===== src/rtl/operand_fetch.sv =====
// -----------------------------------------------------------------------------
// operand_fetch
// Register-read stage sitting between decode and execute.
//   - Drives the register file read addresses straight from decode.
//   - Resolves read-after-write hazards: EX result first, then writeback,
//     then the register file data returned in the same cycle.
//   - Holds decode off (and lets a bubble through) when an instruction needs
//     a load result that is still in EX.
//   - Presents a registered instruction to execute over valid/ready.
//   - Counts load-use stall cycles in a saturating counter.
//
// Optional feature (macro OPFETCH_ZERO_REG_EN):
//   when defined, register 0 reads as constant zero, never matches EX/WB
//   forwarding and never raises a load-use hazard. Undefined: r0 is ordinary.
//
// Ports:
//   clk, rst_n_i                      clock, async active-low reset
//   dec_*_i / dec_ready_o             decode-side instruction handshake
//   ra0_o, ra1_o / rd0_i, rd1_i       register file read port (same cycle)
//   ex_fwd_*_i                        instruction currently in EX
//   wb_*_i                            writeback port
//   flush_i                           squash held instruction, block accept
//   ex_valid_o / ex_ready_i, ex_*_o   registered instruction to execute
//   stall_cnt_o                       saturating load-use stall counter
// -----------------------------------------------------------------------------
module operand_fetch #(
    parameter int SEL_WIDTH = 4,
    parameter int D_WIDTH   = 34,
    parameter int OP_WIDTH  = 6,
    parameter int CNT_WIDTH = 16
) (
    input  logic                 clk,
    input  logic                 rst_n_i,
    input  logic                 dec_valid_i,
    output logic                 dec_ready_o,
    input  logic [OP_WIDTH-1:0]  dec_op_i,
    input  logic [SEL_WIDTH-1:0] dec_rs0_i,
    input  logic [SEL_WIDTH-1:0] dec_rs1_i,
    input  logic                 dec_use_rs0_i,
    input  logic                 dec_use_rs1_i,
    input  logic                 dec_use_imm_i,
    input  logic [D_WIDTH-1:0]   dec_imm_i,
    input  logic [SEL_WIDTH-1:0] dec_rd_i,
    input  logic                 dec_wen_i,
    input  logic                 dec_is_load_i,
    output logic [SEL_WIDTH-1:0] ra0_o,
    output logic [SEL_WIDTH-1:0] ra1_o,
    input  logic [D_WIDTH-1:0]   rd0_i,
    input  logic [D_WIDTH-1:0]   rd1_i,
    input  logic                 ex_fwd_wen_i,
    input  logic                 ex_fwd_is_load_i,
    input  logic [SEL_WIDTH-1:0] ex_fwd_wa_i,
    input  logic [D_WIDTH-1:0]   ex_fwd_wd_i,
    input  logic                 wb_wen_i,
    input  logic [SEL_WIDTH-1:0] wb_wa_i,
    input  logic [D_WIDTH-1:0]   wb_wd_i,
    input  logic                 flush_i,
    output logic                 ex_valid_o,
    input  logic                 ex_ready_i,
    output logic [OP_WIDTH-1:0]  ex_op_o,
    output logic [D_WIDTH-1:0]   ex_a_o,
    output logic [D_WIDTH-1:0]   ex_b_o,
    output logic [SEL_WIDTH-1:0] ex_rd_o,
    output logic                 ex_wen_o,
    output logic                 ex_is_load_o,
    output logic [CNT_WIDTH-1:0] stall_cnt_o
);

`ifdef OPFETCH_ZERO_REG_EN
    localparam logic ZERO_REG = 1'b1;
`else
    localparam logic ZERO_REG = 1'b0;
`endif

    // An address takes part in forwarding/hazards unless it is the
    // hard-wired zero register.
    function automatic logic addr_live(input logic [SEL_WIDTH-1:0] addr);
        addr_live = !(ZERO_REG && (addr == {SEL_WIDTH{1'b0}}));
    endfunction

    // Youngest visible value of a source: EX result, then writeback
    // (covers the regfile write landing on this same edge), then regfile.
    function automatic logic [D_WIDTH-1:0] fwd_operand(
        input logic [SEL_WIDTH-1:0] rs,
        input logic [D_WIDTH-1:0]   rf_data,
        input logic                 ex_wen,
        input logic                 ex_is_load,
        input logic [SEL_WIDTH-1:0] ex_wa,
        input logic [D_WIDTH-1:0]   ex_wd,
        input logic                 wb_wen,
        input logic [SEL_WIDTH-1:0] wb_wa,
        input logic [D_WIDTH-1:0]   wb_wd
    );
        logic [D_WIDTH-1:0] val;
        if (!addr_live(rs)) begin
            val = {D_WIDTH{1'b0}};
        end else if (ex_wen && !ex_is_load && (ex_wa == rs)) begin
            val = ex_wd;
        end else if (wb_wen && (wb_wa == rs)) begin
            val = wb_wd;
        end else begin
            val = rf_data;
        end
        fwd_operand = val;
    endfunction

    logic [D_WIDTH-1:0]   opa_s;
    logic [D_WIDTH-1:0]   src1_s;
    logic [D_WIDTH-1:0]   opb_s;
    logic                 dep0_s;
    logic                 dep1_s;
    logic                 hazard_s;
    logic                 dec_ready_s;
    logic                 accept_s;

    logic                 ex_valid_r;
    logic [OP_WIDTH-1:0]  ex_op_r;
    logic [D_WIDTH-1:0]   ex_a_r;
    logic [D_WIDTH-1:0]   ex_b_r;
    logic [SEL_WIDTH-1:0] ex_rd_r;
    logic                 ex_wen_r;
    logic                 ex_is_load_r;
    logic [CNT_WIDTH-1:0] stall_cnt_r;

    // Operand selection with forwarding; operand B may be the immediate.
    always_comb begin
        opa_s  = fwd_operand(dec_rs0_i, rd0_i, ex_fwd_wen_i, ex_fwd_is_load_i,
                             ex_fwd_wa_i, ex_fwd_wd_i, wb_wen_i, wb_wa_i, wb_wd_i);
        src1_s = fwd_operand(dec_rs1_i, rd1_i, ex_fwd_wen_i, ex_fwd_is_load_i,
                             ex_fwd_wa_i, ex_fwd_wd_i, wb_wen_i, wb_wa_i, wb_wd_i);
        if (dec_use_imm_i) begin
            opb_s = dec_imm_i;
        end else begin
            opb_s = src1_s;
        end
    end

    // Load-use detection and the decode-side handshake. Source 1 is only
    // a dependency when it is actually read (not replaced by the immediate).
    always_comb begin
        dep0_s      = dec_use_rs0_i && addr_live(dec_rs0_i) &&
                      (ex_fwd_wa_i == dec_rs0_i);
        dep1_s      = dec_use_rs1_i && !dec_use_imm_i && addr_live(dec_rs1_i) &&
                      (ex_fwd_wa_i == dec_rs1_i);
        hazard_s    = dec_valid_i && ex_fwd_wen_i && ex_fwd_is_load_i &&
                      (dep0_s || dep1_s);
        dec_ready_s = !flush_i && !hazard_s && (!ex_valid_r || ex_ready_i);
        accept_s    = dec_valid_i && dec_ready_s;
    end

    // Output register: flush beats capture beats drain; otherwise hold.
    // Payload is only written on capture, so it is stable under backpressure.
    always_ff @(posedge clk or negedge rst_n_i) begin
        if (!rst_n_i) begin
            ex_valid_r   <= 1'b0;
            ex_op_r      <= {OP_WIDTH{1'b0}};
            ex_a_r       <= {D_WIDTH{1'b0}};
            ex_b_r       <= {D_WIDTH{1'b0}};
            ex_rd_r      <= {SEL_WIDTH{1'b0}};
            ex_wen_r     <= 1'b0;
            ex_is_load_r <= 1'b0;
        end else if (flush_i) begin
            ex_valid_r   <= 1'b0;
        end else if (accept_s) begin
            ex_valid_r   <= 1'b1;
            ex_op_r      <= dec_op_i;
            ex_a_r       <= opa_s;
            ex_b_r       <= opb_s;
            ex_rd_r      <= dec_rd_i;
            ex_wen_r     <= dec_wen_i;
            ex_is_load_r <= dec_is_load_i;
        end else if (ex_valid_r && ex_ready_i) begin
            ex_valid_r   <= 1'b0;
        end
    end

    // Saturating count of load-use stall cycles (not counted while flushing).
    always_ff @(posedge clk or negedge rst_n_i) begin
        if (!rst_n_i) begin
            stall_cnt_r <= {CNT_WIDTH{1'b0}};
        end else if (hazard_s && !flush_i && (stall_cnt_r != {CNT_WIDTH{1'b1}})) begin
            stall_cnt_r <= stall_cnt_r + {{(CNT_WIDTH-1){1'b0}}, 1'b1};
        end
    end

    assign ra0_o        = dec_rs0_i;
    assign ra1_o        = dec_rs1_i;
    assign dec_ready_o  = dec_ready_s;
    assign ex_valid_o   = ex_valid_r;
    assign ex_op_o      = ex_op_r;
    assign ex_a_o       = ex_a_r;
    assign ex_b_o       = ex_b_r;
    assign ex_rd_o      = ex_rd_r;
    assign ex_wen_o     = ex_wen_r;
    assign ex_is_load_o = ex_is_load_r;
    assign stall_cnt_o  = stall_cnt_r;

endmodule


===== config.mk =====
export PLATFORM = sky130hd
export DESIGN_NAME = operand_fetch
export DESIGN_NICKNAME = d
export VERILOG_FILES = /design/src/rtl/operand_fetch.sv
export SDC_FILE = /design/constraint.sdc
export NUM_CORES = 1
export LEC_CHECK = 0
export CAP_MARGIN = 10
export CORE_AREA = 2 2 121 123
export CTS_BUF_LIST = sky130_fd_sc_hd__clkbuf_4 sky130_fd_sc_hd__clkbuf_8 sky130_fd_sc_hd__clkbuf_16
export CTS_CLUSTER_DIAMETER = 40
export DETAILED_ROUTE_END_ITERATION = 6
export DIE_AREA = 0 0 123 125
export GPL_TIMING_DRIVEN = 0
export PLACE_DENSITY = 0.89
export SKIP_LAST_GASP = 1
export SYNTH_ARGS = -nofsm -noshare
export SYNTH_HDL_FRONTEND = slang
export SYNTH_SLANG_ARGS = --single-unit

===== constraint.sdc =====
create_clock -name clk -period 2.8 [get_ports clk]
set_input_delay 0.28 -clock clk [delete_from_list [all_inputs] [get_ports clk]]
set_output_delay 0.28 -clock clk [all_outputs]
set_load 0.01 [all_outputs]

==> results by stage <==
Timing:
- The number of pins with negative max-slew slack in the final report was 0.
- Across all hold checks on the routed design, the worst slack comes to -0.0238 ns.
- The highest clock frequency the design can meet is 390 MHz.
- The worst-case clock skew is 0.00757 ns.
- The ratio of final minimum period to clock period is 91.6%.
- The routed design could run at a clock period as short as 2.56 ns.
- The final setup violation count is 0.
- The number of hold violations in the final report was 11.
- Setup repair after global routing left no endpoint under its margin.
- The slew at the pin closest to its max-slew limit is 0.754 ns.
- The worst pin sits at a relative slew slack of 49.7%.

Setup path:
- At the worst endpoint, the arrival time is 2.79 ns.
- The delay of the slowest cell on the worst path is 0.57 ns.
- In this design, the largest share of critical-path delay is due to buffers and inverters.
- Counting buffers and inverters, the worst setup path is 8 cells deep.
- The required time reported for the critical path endpoint is 3.03 ns.
- The end of the worst register-to-register path is stall_cnt_o[10]$_DFFE_PN0P_.
- The setup path with the least slack is of type primary input to register.
- The buffer and inverter count on the worst path is 3.
- The signal on the critical path passes through clkdlybuf4s50_1, xor2_1, nor4_2, nand3b_1, buf_2, clkbuf_1, a21oi_1, mux2_1.
- STA classifies the critical path startpoint as a primary input.
- The worst-case register-to-register setup slack is 0.65 ns.
- The worst register-to-register path begins at stall_cnt_o[7]$_DFFE_PN0P_.
- Measured in cells, the most critical reg-to-reg path has a length of 7.
- The worst setup path is captured at a register.
- Of all nets on the critical path, the largest fanout is 10.
- The cell with the largest stage delay on the worst path is clkdlybuf4s50_1.
- Following the worst setup path forward leads to its endpoint at ex_a_o[28]$_DFFE_PN0P_.
- The beginning of the critical path is dec_rs0_i[1].

Route:
- The post-detailed-route count of antenna-violating nets is 0.
- The number of vias after detailed routing is 5994.
- The first routing iteration left 270 violations.
- The detailed-router iteration count before antenna repair is 4.
- The routed design has 22.7 mm of wire.
- For this run, design rule violations remaining after detail routing come to 0.
- In the final routed layout, each cell accounts on average for 20.7 um.
- In the routed layout, each cell is associated on average with a via count of 5.47.

CTS:
- Buffers inserted to repair hold after CTS numbered 0.
- CTS placed an instance of clkbuf_16 at the clock tree root.
- The clock tree buffer depth is 2.
- The clock transition at the registers of the reported paths is 0.08 ns.
- In this run, post-CTS repair resized a total of 0 instances.
- The maximum level of the CTS H-tree is 3.
- TritonCTS built the clock tree.
- The clock net sink count is 97.
- The clock latency of the later-clocked register in the worst-skew pair is 0.35 ns.
- The number of post-CTS setup repair buffers is 0.
- The number of clock buffers inserted by TritonCTS is 9.

Placement:
- The count of port buffers added during placement is 312.
- The sum of net half-perimeters after detailed placement is 17.3 mm.
- The placed instances occupy a cell area of 9500 um2.
- The placer congestion estimate is 0.867.

Logic synthesis:
- Synthesis produced a netlist whose cell count is 583.
- The share of synthesized area in the top cell type comes to 39.6%.
- Dividing the synthesized area by the synthesized cell count gives 10.5 um2.
- The cell with the most instances after synthesis is dfrtp_1.
- The number of nets in the synthesized netlist is 793.
- The count of state elements after synthesis is 97.
- The cell type with the highest aggregate area in the netlist is dfrtp_1.
- The share of synthesized area occupied by flip-flops and latches is 39.6%.
- After synthesis the cells add up to 6130 um2.
- Counting instances in the post-synthesis netlist gives the leading cell types as dfrtp_1 (97), nor2_1 (72), mux2_1 (50).
- The number of different library cells in the post-synthesis netlist is 37.
- The top flip-flop cell by instance count after synthesis is dfrtp_1.
- The count of flip-flops with a built-in enable after synthesis is 0.
- Counting flops with an async set or reset pin after synthesis yields a share of 100%.
- By area the synthesized netlist is led by dfrtp_1 (40%), mux2_1 (9.2%), a221oi_2 (7.4%).
- The total number of yosys warnings is 0.

Final layout:
- The design area is 9830 um2.
- The post-layout utilization of the core is 69.2%.
- The post-route netlist has 13.4% of its cells at a drive strength greater than 1.
- The number of antenna repair diodes is 0.
- Compared with the post-synthesis result, the final layout area differs by 60.4%.
- The number of nets in the finished design is 1117.

Floorplanning:
- The initial utilization of the core area, before any placement, comes to 43.1%.
- From bottom edge to top edge, the die measures 125 um.
- The site row count is 44.
- The floorplan step defined a die boundary enclosing 15400 um2.
- The region available for standard cell placement spans 14200 um2.
- The die is 123 um wide.
- The number of top-level design ports is 315.

Pwr:
- Summed over all cells, the static leakage comes to 3.96 nW.
- The worst ir drop on vdd is 0.318 mV.
- The power density relative to cell area is 481 nW/um2.

Global route:
- The initial antenna violation count is 1.
- The via count of the first global-routing pass is 6414.
- After global routing the overflow that remains totals 0.
- The global-route usage over all layers is 29.5%.
- The largest net degree at the start of global routing is 55.
- The first-pass GRT wire length is 34.5 mm.

Status:
- The checks that failed: negative hold slack.
- The flow ran to the end, but the final reports show violations.

Min path:
- The min-delay analysis places its worst path in the category primary input to async pin.

Job:
- The max-cap violation count is 0.
[area by class of cell]
cell class                      count  area (um2)
Timing Repair Buffer              313        3150
Buffer                             56         325
Clock buffer                       10         233
Multi-Input combinational cell    430        3370
Fill cell                        1091        4380
Clock inverter                      6        90.1
Tap cell                          184         230
Sequential cell                    97        2430
[worst reg2reg max path, stage by stage (launching register included)]
cell and delay, ns:
dfrtp_1 0.44, and4_1 0.26, and3_1 0.21, and3_4 0.19
a311oi_4 0.45, buf_6 0.21, nand3_1 0.10, xnor2_1 0.16
[power by group]
group | switching (mW) | total, mW | leakage [nW] | internal, mW
Clock | 0.565 | 1.36 | 0.156 | 0.797
Combinational | 0.625 | 1.60 | 2.62 | 0.972
Sequential | 0.125 | 1.77 | 1.19 | 1.64
Total | 1.31 | 4.72 | 3.96 | 3.41
[cells in the final DEF, fill, tap and decap left out, types with 9 or more instances in the layout]
master,n
buf_4,20
mux2_2,31
a221oi_2,30
clkbuf_16,9
nor2_1,72
clkbuf_1,22
dfrtp_1,97
clkdlybuf4s50_1,311
and3_1,36
xor2_1,11
mux2i_1,34
buf_2,11
o31ai_1,34
a21oi_1,34
nand2_1,41
mux2_1,50
xnor2_1,19
[how the worst min path moves through the flow]
stage                                   to  slack, ns                    from  cells after the start
floorplan            ex_a_o[0]$_DFFE_PN0P_      -0.02                 rst_n_i                      0
global placement    ex_rd_o[2]$_DFFE_PN0P_       0.47  ex_rd_o[2]$_DFFE_PN0P_                      1
detailed placement  ex_a_o[19]$_DFFE_PN0P_       0.39                 rst_n_i                      1
CTS                 ex_a_o[19]$_DFFE_PN0P_       0.01                 rst_n_i                      1
global route        ex_a_o[18]$_DFFE_PN0P_       0.03                 rst_n_i                      1
finish              ex_a_o[19]$_DFFE_PN0P_      -0.02                 rst_n_i                      1
[metrics by stage]
step / hold slack (ns) / setup TNS [ns] / total power [mW] / instances / setup slack [ns]
2_1_floorplan: -0.0156 / 0 / 2.38 / 583 / 0.843
3_3_place_gp: 0.472 / -232.72 / 3.35 / 1079 / -2.40
3_5_place_dp: 0.393 / -0.866 / 3.39 / 1080 / -0.135
4_1_cts: 0.0133 / 0 / 4.75 / 1096 / 0.216
5_1_grt: 0.0299 / 0 / 4.93 / 1096 / 0.106
6_report: -0.0238 / 0 / 4.72 / 1096 / 0.237
[layer usage]
metal | wire length [um] | up-vias | global-route usage [%]
met3 | 2030 | 58 | 8.58
met2 | 11100 | 284 | 50.5
met4 | 808 | 2 | 12.2
li1 | - | 2770 | -
met5 | 12 | - | 0
met1 | 8710 | 2880 | 34.1
[cells by family (layout without fill, tap and decap cells)]
logic type | count (synthesis) | after routing | synth area share (%)
buffers and inverters | 56 | 385 | 5.31
flip-flops | 97 | 97 | 39.6
XOR/XNOR | 31 | 31 | 4.55
adder cells (fa/ha/maj) | 1 | 1 | 0.204
AND/OR/NAND/NOR | 178 | 178 | 14.2
multiplexers | 115 | 115 | 20.4
AO/OA/AOI/OAI | 105 | 105 | 15.6
[flip-flops by register name, indices dropped and copies added (netlist names)]
| signal | flops |
|---|---|
| ex_is_load_o | 1 |
| ex_op_o | 6 |
| ex_valid_o | 1 |
| ex_a_o | 34 |
| ex_b_o | 34 |
| ex_wen_o | 1 |
| ex_rd_o | 4 |
| stall_cnt_o | 16 |
Note: power is estimated with default switching activity, not from simulation.
